$ cat config.mk
export PLATFORM = sky130hd
export DESIGN_NAME = somador_pipe
export DESIGN_NICKNAME = d
export VERILOG_FILES = /design/src/rtl/somador_pkg.sv /design/src/rtl/somador_estagio.sv /design/src/rtl/somador_pipe.sv
export SDC_FILE = /design/constraint.sdc
export NUM_CORES = 1
export LEC_CHECK = 0
export CAP_MARGIN = 20
export CORE_MARGIN = 5
export CORE_UTILIZATION = 50
export CTS_BUF_LIST = sky130_fd_sc_hd__clkbuf_8 sky130_fd_sc_hd__clkbuf_16
export CTS_CLUSTER_DIAMETER = 30
export DETAILED_ROUTE_END_ITERATION = 10
export GPL_TIMING_DRIVEN = 1
export HOLD_SLACK_MARGIN = 0.06
export PLACE_DENSITY = 0.74
export SLEW_MARGIN = 20
export SYNTH_ARGS = -nofsm -noshare
export SYNTH_HDL_FRONTEND = slang
export SYNTH_HIERARCHICAL = 1
export SYNTH_SLANG_ARGS = --single-unit
$ cat constraint.sdc
create_clock -name clk -period 2.5 [get_ports clk]
set_input_delay 0.625 -clock clk [delete_from_list [all_inputs] [get_ports clk]]
set_output_delay 0.625 -clock clk [all_outputs]
set_load 0.005 [all_outputs]
$ cat src/rtl/somador_pkg.sv
// Shared constants for the pipelined adder/subtractor: default geometry and mode encoding.
package somador_pkg;
  localparam int   DEF_WIDTH  = 8;
  localparam int   DEF_STAGES = 2;
  localparam logic MODE_ADD   = 1'b0;
  localparam logic MODE_SUB   = 1'b1;
endpackage

$ cat src/rtl/somador_estagio.sv
// One carry-chain segment: adds its slice of the operands, registers the running result,
// the segment carry-out and the operands for the segments still to come.
module somador_estagio #(
  parameter int WIDTH = 8,
  parameter int SEG   = 4,
  parameter int IDX   = 0
) (
  input  logic             clk,
  input  logic             rst_n,
  input  logic             en,
  input  logic             vin,
  input  logic             cin,
  input  logic [WIDTH-1:0] x,
  input  logic [WIDTH-1:0] ye,
  input  logic [WIDTH-1:0] r,
  output logic             vout,
  output logic             cout,
  output logic [WIDTH-1:0] xq,
  output logic [WIDTH-1:0] yeq,
  output logic [WIDTH-1:0] rq
);
  localparam int LO = IDX * SEG;

  logic [SEG:0]     seg;
  logic [WIDTH-1:0] r_nxt;

  assign seg = {1'b0, x[LO +: SEG]} + {1'b0, ye[LO +: SEG]} + {{SEG{1'b0}}, cin};

  always_comb begin
    r_nxt          = r;
    r_nxt[LO +: SEG] = seg[SEG-1:0];
  end

  // Data only loads with a real operand, so bubbles never disturb held results.
  always_ff @(posedge clk or negedge rst_n) begin
    if (!rst_n) begin
      vout <= 1'b0;
      cout <= 1'b0;
      xq   <= '0;
      yeq  <= '0;
      rq   <= '0;
    end else if (en) begin
      vout <= vin;
      if (vin) begin
        cout <= seg[SEG];
        xq   <= x;
        yeq  <= ye;
        rq   <= r_nxt;
      end
    end
  end
endmodule

$ cat src/rtl/somador_pipe.sv
// Pipelined adder/subtractor with valid/ready handshake, carry chain split into STAGES segments.
// Define SOMADOR_OVF_EN to add the signed-overflow output ovf.
module somador_pipe
  import somador_pkg::*;
#(
  parameter int WIDTH  = DEF_WIDTH,
  parameter int STAGES = DEF_STAGES
) (
  input  logic             clk,
  input  logic             rst_n,
  input  logic             in_valid,
  output logic             in_ready,
  input  logic [WIDTH-1:0] x,
  input  logic [WIDTH-1:0] y,
  input  logic             Cin,
  input  logic             sub,
  output logic             out_valid,
  input  logic             out_ready,
  output logic [WIDTH-1:0] A,
  output logic             Cout
`ifdef SOMADOR_OVF_EN
  ,output logic            ovf
`endif
);
  localparam int SEG = WIDTH / STAGES;

  logic                          adv;
  logic [STAGES:0]               vld_pipe;
  logic [STAGES:0]               c_pipe;
  logic [STAGES:0][WIDTH-1:0]    x_pipe;
  logic [STAGES:0][WIDTH-1:0]    ye_pipe;
  logic [STAGES:0][WIDTH-1:0]    r_pipe;
  logic                          unused_ops;

  assign adv       = !out_valid || out_ready;
  assign in_ready  = adv;
  assign out_valid = vld_pipe[STAGES];
  assign A         = r_pipe[STAGES];
  assign Cout      = c_pipe[STAGES];

  // Subtract is x + ~y + ~borrow, so the chain itself only ever adds.
  assign vld_pipe[0] = in_valid;
  assign c_pipe[0]   = (sub == MODE_ADD) ? Cin : ~Cin;
  assign x_pipe[0]   = x;
  assign ye_pipe[0]  = (sub == MODE_SUB) ? ~y : y;
  assign r_pipe[0]   = '0;

  generate
    for (genvar k = 0; k < STAGES; k++) begin : g_est
      somador_estagio #(.WIDTH(WIDTH), .SEG(SEG), .IDX(k)) u_est (
        .clk  (clk),
        .rst_n(rst_n),
        .en   (adv),
        .vin  (vld_pipe[k]),
        .cin  (c_pipe[k]),
        .x    (x_pipe[k]),
        .ye   (ye_pipe[k]),
        .r    (r_pipe[k]),
        .vout (vld_pipe[k+1]),
        .cout (c_pipe[k+1]),
        .xq   (x_pipe[k+1]),
        .yeq  (ye_pipe[k+1]),
        .rq   (r_pipe[k+1])
      );
    end
  endgenerate

`ifdef SOMADOR_OVF_EN
  // Operand signs ride the pipe with the result, so ovf updates exactly when A does.
  assign ovf = (x_pipe[STAGES][WIDTH-1] == ye_pipe[STAGES][WIDTH-1]) &&
               (r_pipe[STAGES][WIDTH-1] != x_pipe[STAGES][WIDTH-1]);
  assign unused_ops = ^{x_pipe[STAGES][WIDTH-2:0], ye_pipe[STAGES][WIDTH-2:0]};
`else
  assign unused_ops = ^{x_pipe[STAGES], ye_pipe[STAGES]};
`endif
endmodule

==> results of run 1 <==
[power groups by stage]
| stage | Combinational, mW | Clock [mW] | Sequential, mW |
|---|---|---|---|
| floorplan | 0.303 | 0 | 0.599 |
| global placement | 0.542 | 0 | 0.600 |
| detailed placement | 0.560 | 0 | 0.606 |
| CTS | 0.561 | 0.226 | 0.598 |
| global route | 0.626 | 0.238 | 0.615 |
| finish | 0.553 | 0.218 | 0.596 |
[final timing paths]
| check | slack, ns | cells after the start | start | end |
|---|---|---|---|---|
| setup / recovery | 0.19 | 3 | out_ready | in_ready |
| hold reg to reg | 0.48 | 2 | g_est[1].u_est/rq[5] | g_est[1].u_est/rq[5] |
| max in group asynchronous | 1.55 | 2 | rst_n | g_est[1].u_est/rq[2] |
| setup reg to reg | 0.93 | 4 | g_est[0].u_est/xq[4] | g_est[1].u_est/rq[5] |
| hold / removal | 0.48 | 2 | g_est[1].u_est/rq[5] | g_est[1].u_est/rq[5] |
| min in group asynchronous | 0.71 | 2 | rst_n | g_est[0].u_est/xq[7] |
[state kept, by name, summed over array words and instances (netlist names)]
name,count
g_est.u_est/rq,12
g_est.u_est/xq,4
g_est.u_est/yeq,4
g_est.u_est/cout,2
g_est.u_est/vout,2
[cell usage in the layout, fill, tap and decap left out]
master	instances
clkbuf_8	3
nand2_1	6
o211ai_1	2
nand2_2	2
and4b_1	4
fa_1	4
xor2_1	11
inv_1	10
or3_1	2
a21oi_1	6
nand2b_1	1
a221oi_2	2
clkdlybuf4s50_1	32
o21ai_0	8
nor2b_1	2
ha_1	6
buf_4	3
mux2_2	14
nor2_1	2
dfrtp_1	24
[worst max-delay path: cells and delay by family]
kind          cells  cell delay, ns
buf+inv           2            0.95
simple gates      1            0.11
[per-stage QoR]
step / setup TNS, ns / cells / cell area, µm²
after floorplan: 0 / 113 / 1340
after global placement: 0 / 171 / 1660
after detailed placement: -0.0520 / 171 / 1660
after CTS: 0 / 174 / 1700
after global routing: 0 / 174 / 1700
final: 0 / 174 / 1700
[area by class of cell]
cell class,instances,area [µm²],share of cell area
sequential,24,601,0.354
inverter,10,37.5,0.0221
timing repair buffer,35,343,0.202
clock buffer,3,41.3,0.0243
tap,30,37.5,0.0221
multi-input combinational,72,638,0.376
[layer usage]
| layer | GRT usage | vias to the layer above | part of all wire |
|---|---|---|---|
| li1 | - | 444 | - |
| met3 | 0.0189 | 4 | 0.048 |
| met1 | 0.204 | 424 | 0.45 |
| met5 | 0 | - | 0 |
| met2 | 0.242 | 24 | 0.48 |
| met4 | 0.0909 | 0 | 0.022 |
==> results.sh, run 1 <==
export IMPL_internal_power_uw=966
export IMPL_synth_warnings=6
export IMPL_grt_usage=0.155
export IMPL_cp_common_cell="clkdlybuf4s50_1"
export IMPL_p_per_area_mw_per_mm2=805
export IMPL_rows=18
export IMPL_coreArea_mm2=0.00252
export IMPL_seqPwrFrac=0.436
export IMPL_portBuffers=32
export IMPL_hold_ws_ns=0.481
export IMPL_cts_buffer_depth=2
export IMPL_finalWorstSetupSlack_ns=0.185
export IMPL_status="finished clean"
export IMPL_path_cells="clkdlybuf4s50_1 > nand2b_1 > clkdlybuf4s50_1"
export IMPL_worst_pin_slew_ns=0.364
export IMPL_drtPass1Iterations=4
export IMPL_comb_power_share=0.404
export IMPL_routabilityCongestion=0.778
export IMPL_pwr_share_clk=0.160
export IMPL_h_tree_depth=1
export IMPL_rsz0062_at_grt="false"
export IMPL_vias_per_cell=5.15
export IMPL_setup_viol=0
export IMPL_synth_nets=145
export IMPL_place_hpwl_um=1940
export IMPL_final_util=0.673
export IMPL_grt_max_degree=25
export IMPL_clk_pin_slew_ns=0.08
export IMPL_die_x_um=61.7
export IMPL_initial_utilization=0.529
export IMPL_cts_resized=0
export IMPL_fillers=197
export IMPL_slew_headroom=0.756
export IMPL_hold_class="reg2reg"
export IMPL_grt_antenna_before_repair=0
export IMPL_cp_start_kind="primary input"
export IMPL_grt_overflow_total=0
export IMPL_remaining_drc_errors=0
export IMPL_cellLeakagePower_nw=0.758
export IMPL_dr_total_vias=896
export IMPL_fin_crit_sh=0.926
export IMPL_first_global_vias=952
export IMPL_criticalPathCategory="in2out"
export IMPL_switchingPower_uw=401
export IMPL_antenna_cells=0
export IMPL_cts_hold_buf=0
export IMPL_cts_tree="yes"
export IMPL_preCtsSetupSlack_ns=-0.0350
export IMPL_swShare=0.293
export IMPL_num_io_pins=33
export IMPL_area_growth_pct=27.2
export IMPL_cap_violations=0
export IMPL_crit_required_ns=1.88
export IMPL_drive_above_1_share=0.167
export IMPL_slowest_stage="clkdlybuf4s50_1"
export IMPL_finalHoldViolations=0
export IMPL_drt_wl_total_um=2440
export IMPL_worstPathMaxFanout=2
export IMPL_grt_first_pass_wirelength_um=4220
export IMPL_initialDrtViolationCount=19
export IMPL_cts_buffers=3
export IMPL_crit_arrival_ns=1.69
export IMPL_crit_path_end_kind="output port"
export IMPL_fin_nets=178
export IMPL_syn_area_mm2=0.00134
export IMPL_cts_num_sinks=24
export IMPL_fin_total_pwr_mw=1.37
export IMPL_worstSkewPairLatency_ns=0.26
export IMPL_syn_avg_cell_area_um2=11.8
export IMPL_cts_root_buf="clkbuf_8"
export IMPL_maxSlewViolCount=0
export IMPL_cts_setup_buffers=0
export IMPL_wl_per_cell_um=14.0
export IMPL_finClkSkew_ns=0.00379
export IMPL_die_y_um=61.7
export IMPL_peakVddDrop_mv=0.556
export IMPL_finalCriticalPeriod_ns=2.31
export IMPL_die_area_mm2=0.00380
export IMPL_fmax_mhz=432
export IMPL_cpPeakStageDelay_ns=0.50
export IMPL_drt_antenna_violating_nets=0
export IMPL_syn_inst=113
Note: power is estimated with default switching activity, not from simulation.
==> inputs of run 2 (changes only) <==
--- a/config.mk
+++ b/config.mk
@@ -7,13 +7,12 @@
 export LEC_CHECK = 0
 export CAP_MARGIN = 20
 export CORE_MARGIN = 5
-export CORE_UTILIZATION = 50
+export CORE_UTILIZATION = 36
 export CTS_BUF_LIST = sky130_fd_sc_hd__clkbuf_8 sky130_fd_sc_hd__clkbuf_16
 export CTS_CLUSTER_DIAMETER = 30
 export DETAILED_ROUTE_END_ITERATION = 10
 export GPL_TIMING_DRIVEN = 1
 export HOLD_SLACK_MARGIN = 0.06
-export PLACE_DENSITY = 0.74
 export SLEW_MARGIN = 20
 export SYNTH_ARGS = -nofsm -noshare
 export SYNTH_HDL_FRONTEND = slang
==> results.sh, run 2 (synthesized netlist as in run 1, its figures left out) <==
export IMPL_status="finished clean"
export IMPL_rr_startpoint="g_est[0].u_est/xq[4]"
export IMPL_internal_power_uw=969
export IMPL_cts_buffer_depth=2
export IMPL_slew_headroom=0.774
export IMPL_hp_start="g_est[1].u_est/rq[5]"
export IMPL_fmax_mhz=431
export IMPL_initial_utilization=0.367
export IMPL_maxSlewViolCount=0
export IMPL_remaining_drc_errors=0
export IMPL_portBuffers=32
export IMPL_pwr_share_clk=0.160
export IMPL_routabilityCongestion=0.759
export IMPL_vias_per_cell=4.72
export IMPL_final_common_cell="clkdlybuf4s50_1"
export IMPL_crit_required_ns=1.88
export IMPL_drt_antenna_violating_nets=0
export IMPL_hold_class="reg2reg"
export IMPL_hold_path_depth=2
export IMPL_cellLeakagePower_nw=0.772
export IMPL_crit_path_end_kind="output port"
export IMPL_peakVddDrop_mv=0.222
export IMPL_cp_common_cell="clkdlybuf4s50_1"
export IMPL_fin_nets=181
export IMPL_drive_above_1_share=0.184
export IMPL_comb_power_share=0.404
export IMPL_die_area_mm2=0.00503
export IMPL_clk_pin_slew_ns=0.08
export IMPL_largest_reg_flops=12
export IMPL_cts_buffers=3
export IMPL_finalSetupTns_ns=0
export IMPL_area_growth_pct=30.6
export IMPL_final_cell_mix="clkdlybuf4s50_1 (32), dfrtp_1 (24), mux2_2 (14)"
export IMPL_crit_arrival_ns=1.69
export IMPL_slowest_stage="clkdlybuf4s50_1"
export IMPL_antenna_cells=0
export IMPL_setup_viol=0
export IMPL_cts_hold_buf=0
export IMPL_seqPwrFrac=0.436
export IMPL_grt_usage=0.110
export IMPL_criticalPathCategory="in2out"
export IMPL_rsz0062_at_grt="false"
export IMPL_die_y_um=70.9
export IMPL_swShare=0.293
export IMPL_worstReg2RegEnd="g_est[1].u_est/rq[5]"
export IMPL_worstPathMaxFanout=2
export IMPL_finClkSkew_ns=0.00496
export IMPL_top_regs="g_est.u_est/rq x12, g_est.u_est/xq x4, g_est.u_est/yeq x4"
export IMPL_grt_overflow_total=0
export IMPL_wl_per_cell_um=12.7
export IMPL_die_x_um=70.9
export IMPL_coreArea_mm2=0.00363
export IMPL_num_io_pins=33
export IMPL_p_per_area_mw_per_mm2=786
export IMPL_cp_start_kind="primary input"
export IMPL_grt_max_degree=25
export IMPL_grt_first_pass_wirelength_um=4530
export IMPL_cts_num_sinks=24
export IMPL_cts_root_buf="clkbuf_8"
export IMPL_h_tree_depth=1
export IMPL_finalHoldViolations=0
export IMPL_worst_pin_slew_ns=0.338
export IMPL_path_buf_inv=2
export IMPL_rows=22
export IMPL_drt_wl_total_um=2490
export IMPL_initialDrtViolationCount=53
export IMPL_top_register="g_est.u_est/rq"
export IMPL_hold_ws_ns=0.480
export IMPL_reg2reg_depth=4
export IMPL_hold_end="g_est[1].u_est/rq[5]"
export IMPL_first_global_vias=996
export IMPL_grt_antenna_before_repair=0
export IMPL_switchingPower_uw=401
export IMPL_cpPeakStageDelay_ns=0.50
export IMPL_r2r_setup_slack_ns=0.93
export IMPL_drtPass1Iterations=4
export IMPL_place_hpwl_um=2010
export IMPL_path_delay_family="buffers and inverters"
export IMPL_cts_resized=0
export IMPL_dr_total_vias=920
export IMPL_finalCriticalPeriod_ns=2.32
export IMPL_cts_setup_buffers=0
export IMPL_worstSkewPairLatency_ns=0.26
export IMPL_cap_violations=0
export IMPL_path_cells="clkdlybuf4s50_1 > nand2b_1 > clkdlybuf4s50_1"
export IMPL_cts_tree="yes"
export IMPL_fin_crit_sh=0.928
## run 2: changes by cell type in the layout (fill, tap and decap cells not counted)
| cell | previous run | this run |
|---|---|---|
| buf_4 | 3 | 6 |
## run 2: power groups by stage
stage,registers (mW),clock network [mW],logic (mW)
2_1_floorplan,0.599,0,0.303
3_3_place_gp,0.606,0,0.552
3_5_place_dp,0.611,0,0.562
4_1_cts,0.603,0.227,0.564
5_1_grt,0.619,0.247,0.621
6_report,0.598,0.219,0.553
## run 2: stage by stage
stage                     std cells  cell area (µm²)  power, mW  utilization  setup WS (ns)
after global routing            195             1740       1.49        0.480          0.107
after global placement          192             1700       1.16        0.468        0.00861
after floorplan                 113             1340      0.902            -          0.494
final                           195             1740       1.37        0.480          0.180
after CTS                       195             1740       1.39        0.480          0.170
after detailed placement        192             1700       1.17        0.468        -0.0199
## run 2: metal layers
metal | GRT usage | vias up | wire [µm]
met5 | 0 | - | 0
met4 | 0.0438 | 0 | 36
met3 | 0.00710 | 2 | 63
met2 | 0.193 | 17 | 1280
met1 | 0.140 | 452 | 1110
li1 | - | 449 | -
## run 2: area by class of cell
cell class / count / area (µm²)
inverters: 10 / 37.5
clock buffers: 3 / 41.3
fillers: 359 / 1890
multi-input cells: 72 / 638
repair buffers: 38 / 365
well taps: 48 / 60.1
flip-flops and latches: 24 / 601
## run 2: worst max-delay path by stage
stage	from	to	slack, ns	depth (start not counted)
floorplan	sub	g_est[0].u_est/rq[1]	0.49	6
global placement	sub	g_est[0].u_est/cout	0.009	8
detailed placement	sub	g_est[0].u_est/rq[3]	-0.02	7
CTS	out_ready	in_ready	0.17	3
global route	sub	g_est[0].u_est/cout	0.11	8
finish	out_ready	in_ready	0.18	3
## run 2: worst reg2reg max path, delay by kind of cell (launching register included)
kind	cells	cell delay, ns
AO/OA/AOI/OAI	1	0.15
adder cells (fa/ha/maj)	2	0.86
buffers and inverters	1	0.08
flip-flops	1	0.40
